**src/rtl/mem_arb_pkg.sv**
```systemverilog
// Shared constants for the instruction/data memory arbiter:
// FSM state encoding, wait-counter width and the default abort timeout.
package mem_arb_pkg;

    // Default number of un-acknowledged busy cycles before an access is aborted.
    localparam int TIMEOUT_DEFAULT = 255;

    // Width of the busy-cycle wait counter.
    localparam int CNT_W = 8;

    // Arbiter FSM state encoding.
    localparam logic [1:0] ST_IDLE    = 2'd0;
    localparam logic [1:0] ST_IF_BUSY = 2'd1;
    localparam logic [1:0] ST_DM_BUSY = 2'd2;

endpackage

```
**src/rtl/wait_timer.sv**
```systemverilog
// Busy-cycle wait counter for the memory arbiter.
// Counts cycles spent waiting for a memory acknowledge and flags the cycle in
// which the TIMEOUT-th un-acknowledged cycle is reached.
module wait_timer
    import mem_arb_pkg::*;
#(
    parameter int TIMEOUT = TIMEOUT_DEFAULT
) (
    input  logic clk,
    input  logic rst_n,
    input  logic clear,
    input  logic enable,
    output logic expire
);

    localparam logic [CNT_W-1:0] LAST_COUNT = CNT_W'(TIMEOUT - 1);

    logic [CNT_W-1:0] count_reg;

    // Counter: cleared by reset or clear, otherwise advances once per enabled cycle.
    always_ff @(posedge clk) begin
        if (!rst_n || clear) begin
            count_reg <= '0;
        end else if (enable) begin
            count_reg <= count_reg + CNT_W'(1);
        end
    end

    // Expiry is flagged during the last permitted waiting cycle, so the
    // owner can abort in that same cycle when no acknowledge arrives.
    assign expire = (count_reg == LAST_COUNT);

endmodule

```
**src/rtl/mem_arbiter.sv**
```systemverilog
// Arbiter sharing one single-port memory between the fetch stage and the
// memory stage. Data requests normally win, but a fetch that was passed over
// once is granted at the next opportunity. Every access is followed by one
// idle cycle; an access not acknowledged within TIMEOUT cycles is aborted
// with zero read data and a sticky error flag.
module mem_arbiter
    import mem_arb_pkg::*;
#(
    parameter int TIMEOUT = TIMEOUT_DEFAULT
) (
    input  logic        clk,
    input  logic        rst_n,
    // fetch port
    input  logic        if_req,
    input  logic [31:0] if_addr,
    output logic        if_ready,
    output logic [31:0] if_rdata,
    // data port
    input  logic        dm_req,
    input  logic        dm_we,
    input  logic [31:0] dm_addr,
    input  logic [31:0] dm_wdata,
    output logic        dm_ready,
    output logic [31:0] dm_rdata,
    // shared memory
    output logic        mem_en,
    output logic        mem_we,
    output logic [31:0] mem_addr,
    output logic [31:0] mem_wdata,
    input  logic [31:0] mem_rdata,
    input  logic        mem_ack,
    // pipeline control / status
    output logic        stall_if,
    output logic        stall_dm,
    output logic        err
);

    logic [1:0]  state_reg;
    logic [1:0]  state_next;
    logic [31:0] addr_reg;
    logic        we_reg;
    logic [31:0] wdata_reg;
    logic        err_reg;
    logic        fetch_owed_reg;

    logic idle;
    logic if_busy;
    logic dm_busy;
    logic busy;
    logic grant_dm;
    logic grant_if;
    logic expire;
    logic abort;
    logic finish;

    assign idle    = (state_reg == ST_IDLE);
    assign if_busy = (state_reg == ST_IF_BUSY);
    assign dm_busy = (state_reg == ST_DM_BUSY);
    assign busy    = if_busy | dm_busy;

    // Data has priority unless a fetch was already passed over by the previous grant.
    assign grant_dm = idle & dm_req & ~(if_req & fetch_owed_reg);
    assign grant_if = idle & if_req & ~grant_dm;

    // Timeout is only meaningful while busy; a same-cycle acknowledge wins.
    // Completion is masked while reset is asserted so a reset never yields a ready pulse.
    assign abort  = busy & ~mem_ack & expire & rst_n;
    assign finish = busy & rst_n & (mem_ack | expire);

    wait_timer #(
        .TIMEOUT (TIMEOUT)
    ) u_wait_timer (
        .clk    (clk),
        .rst_n  (rst_n),
        .clear  (~busy),
        .enable (busy & ~mem_ack),
        .expire (expire)
    );

    // Next-state selection for the grant / wait / release sequence.
    always_comb begin
        state_next = state_reg;
        case (state_reg)
            ST_IDLE: begin
                if (grant_dm) begin
                    state_next = ST_DM_BUSY;
                end else if (grant_if) begin
                    state_next = ST_IF_BUSY;
                end
            end
            ST_IF_BUSY, ST_DM_BUSY: begin
                if (mem_ack || expire) begin
                    state_next = ST_IDLE;
                end
            end
            default: state_next = ST_IDLE;
        endcase
    end

    // State, latched request fields, fairness flag and sticky error.
    always_ff @(posedge clk) begin
        if (!rst_n) begin
            state_reg      <= ST_IDLE;
            addr_reg       <= '0;
            we_reg         <= 1'b0;
            wdata_reg      <= '0;
            err_reg        <= 1'b0;
            fetch_owed_reg <= 1'b0;
        end else begin
            state_reg <= state_next;
            if (grant_dm) begin
                addr_reg       <= dm_addr;
                we_reg         <= dm_we;
                wdata_reg      <= dm_wdata;
                fetch_owed_reg <= if_req;
            end else if (grant_if) begin
                addr_reg       <= if_addr;
                we_reg         <= 1'b0;
                wdata_reg      <= '0;
                fetch_owed_reg <= 1'b0;
            end
            if (abort) begin
                err_reg <= 1'b1;
            end
        end
    end

    // Memory side is driven purely from the latched request.
    assign mem_en    = busy;
    assign mem_we    = dm_busy & we_reg;
    assign mem_addr  = addr_reg;
    assign mem_wdata = wdata_reg;

    // Requester responses: ready on acknowledge or abort, zero data on abort.
    assign if_ready = if_busy & finish;
    assign dm_ready = dm_busy & finish;
    assign if_rdata = (if_busy && mem_ack) ? mem_rdata : 32'h0;
    assign dm_rdata = (dm_busy && mem_ack) ? mem_rdata : 32'h0;

    assign stall_if = if_req & ~if_ready;
    assign stall_dm = dm_req & ~dm_ready;
    assign err      = err_reg;

endmodule

```
**config.mk**
```make
export PLATFORM = sky130hd
export DESIGN_NAME = mem_arbiter
export DESIGN_NICKNAME = d
export VERILOG_FILES = /design/src/rtl/mem_arb_pkg.sv /design/src/rtl/wait_timer.sv /design/src/rtl/mem_arbiter.sv
export SDC_FILE = /design/constraint.sdc
export NUM_CORES = 1
export LEC_CHECK = 0
export ABC_AREA = 1
export BUFFER_PORTS_ARGS = -buffer_cell sky130_fd_sc_hd__buf_2
export CAP_MARGIN = 20
export CORE_MARGIN = 3
export CORE_UTILIZATION = 36
export CTS_BUF_LIST = sky130_fd_sc_hd__clkbuf_8 sky130_fd_sc_hd__clkbuf_16
export DETAILED_ROUTE_END_ITERATION = 10
export PLACE_DENSITY = 0.83
export SYNTH_ARGS = -nofsm -noshare
export SYNTH_HDL_FRONTEND = slang
export SYNTH_HIERARCHICAL = 1
export SYNTH_SLANG_ARGS = --single-unit
```
**constraint.sdc**
```tcl
create_clock -name clk -period 1.8 [get_ports clk]
set_input_delay 0.36 -clock clk [delete_from_list [all_inputs] [get_ports clk]]
set_output_delay 0.36 -clock clk [all_outputs]
set_load 0.02 [all_outputs]
```
==> flow_summary.ini <==
[sta]
fmax_mhz = 487
worst-slew-pin-transition_ps = 564
setup_tns_ps = -4760
report.final.setup_viol = 51
fin_crit_sh_pct = 114
finalWorstSetupSlack_ps = -256
hold_viol = 0
slew_viol_final = 0
grt_setup_unrepaired = true
skew_ps = 8.02
slew_headroom_pct = 62.3
period_needed_ps = 2060

[route]
ant_nets = 0
drt-total-wl_um = 13700
wire_per_inst_um = 14.8
num_vias = 4549
viasPerCell = 4.94
first_iter_violations = 284
firstDrtPassIters = 4
drc_errors = 0

[clocking]
cts_max_level = 3
clockBufferDepth = 2
cts_tree = yes
cts.clk_slew.worst_paths_ps = 90
insertion_delay_ps = 340
cts_made_buffers = 9
cts_root_buf = clkbuf_8
numClockSinks = 77

[cells_and_area]
fillers = 834
regArea_um2 = 1550
multiInputGateArea_um2 = 1840
areaGrowthSynthToFinish_pct = 59.1
drive_above_1_share_pct = 44.8
final_area_um2 = 5730
stdcell_count = 921
diodes = 0
nNetsFinal = 926

[floorplanning]
dieArea_um2 = 11200
pin_count = 269
fp.dieW_um = 106
placementRows = 35
die_y_um = 106
core_area_um2 = 9460
initial_core_util_pct = 38.1

[status]
violations = setup timing
status = complete, but fails checks

[synth]
synthSimpleGateAreaFrac_pct = 25.1
synth.largest_area_cell = dfxtp_1
syn-num-nets = 662
synth_cell_types = 23
syn-instance-count = 523
ys_ff_latch = 77
synth.top_cell.area_share_pct = 42.8
ys.warnings.count = 6
synth_top_family_by_area = simple AND/OR/NAND/NOR gates
synth_xor_area_share_pct = 0
synth-compound-area-share_pct = 20.2
synth-seq-area-share_pct = 42.8
syn_avg_cell_area_um2 = 6.88
synthMuxAreaShare_pct = 0
synth_area_leaders = dfxtp_1 (43%), a21oi_1 (11%), o21ai_0 (9.3%), nand2_1 (7.9%), nor2_1 (7.8%)
syn_area_um2 = 3600
synthAdderAreaFrac_pct = 1.74

[global_route]
grt_overflow = 0
use_met3_pct = 6.19
gr-usage-all-layers_pct = 21.6
grt_use_met2_pct = 40.4
grt_pass1_wl_um = 20000
grt_pass1_vias = 4125
grtUsageMet1_pct = 23.9
grt_max_degree = 67
antenna_found_initial = 0
top_usage_layer = met2

[worst_setup_path]
worstPathRequired_ps = 1440
rr_worst_depth = 7
worstPathMaxFanout = 3
critPathKind = flip-flop to primary output
cp-start-kind = flip-flop
cp.arrival_ps = 1700
end_kind = primary output

[power_and_ir_drop]
ir_drop_mv = 0.458
fin_total_pwr_mw = 5.16
p_leak_nw = 2.98
powerDensity_nw_per_um2 = 901

[place]
io_buffers = 268
place_area_um2 = 5060
gp_congestion = 0.839
placed_cells = 897
hpwl_um = 9050

[hold_path]
hold_depth = 3
min_path_type = input pin to flip-flop

[run]
maxCapViolCount = 0
[final timing paths]
path | start | endpoint | slack, ps
worst max-delay path | state_reg[0] | stall_if | -260
worst min-delay path | dm_wdata[6] | mem_wdata[6] | 260
worst max register to register | state_reg[0] | u_wait_timer/count_reg[6] | 150
worst min register to register | err | err | 470
[cells by family after synthesis]
kind of cell	after synthesis
compound gates	145
fa+ha+maj	5
buf+inv	85
flops	77
simple gates	211
[cell usage in the layout, fill, tap and decap left out, types with 2 or more instances in the layout]
cell,instances
buf_4,59
dfxtp_2,3
dfxtp_1,73
clkbuf_16,3
inv_2,3
nand3_1,38
inv_6,3
buf_12,3
inv_1,44
nand2_2,15
o21ai_1,2
o21ai_0,67
ha_4,4
buf_2,212
nand2_4,3
a21oi_1,76
clkinvlp_4,3
clkbuf_8,9
nand2_1,72
nor2_4,3
nor2_2,10
buf_6,10
nor2_1,63
and2_4,2
[report_power, final]
group	switching, mW	internal, mW	total, mW
combinational	1.22	0.709	1.93
sequential	0.107	1.92	2.03
clock	0.692	0.517	1.21
[critical path, cell delays in order, from the launching register on]
cell,delay [ps]
dfxtp_2,390
inv_2,80
ha_4,280
inv_1,70
nor3_2,200
and2_4,180
nor2_2,40
buf_6,120
[what timing repair did]
action	4_1_cts	5_1_grt
endpoints found under the hold margin	0	0
buffers inserted	2	1
hold buffers	0	0
gates cloned	2	3
pin swaps	6	6
setup endpoints to repair	68	113
gates resized for setup	64	44
[layer usage]
metal  vias up  wire [µm]
li1       2220          -
met3        13       1070
met4         0        189
met5         -          0
met1      2114       5080
met2       202       7340
[cells in the mapped netlist, drive strengths merged]
master  instances
a21oi          76
clkbuf         21
and2            2
nand2          90
ha              5
nand3          40
nor2           76
inv            48
clkinv          1
dfxtp          77
o21ai          69
buf            15
nand4           1
nor3            2
[through the flow]
| stage | utilization [%] | setup slack (ps) | hold WS (ps) |
|---|---|---|---|
| 3_5_place_dp | 53.5 | -29.0 | 447 |
| 3_3_place_gp | 53.5 | 54.5 | 436 |
| 2_1_floorplan | - | -21.1 | 437 |
| 4_1_cts | 58.3 | -332 | 232 |
| 6_report | 60.6 | -256 | 257 |
| 5_1_grt | 60.6 | -335 | 238 |
[cell type report]
type	count	area share (%)
clock buffer	9	2.16
inverter	49	3.28
clock inverter	7	1.00
timing repair buffer	289	31.6
tap	129	2.82
sequential	77	27.0
multi-input combinational	361	32.1
(Power assumes the default switching activity.)
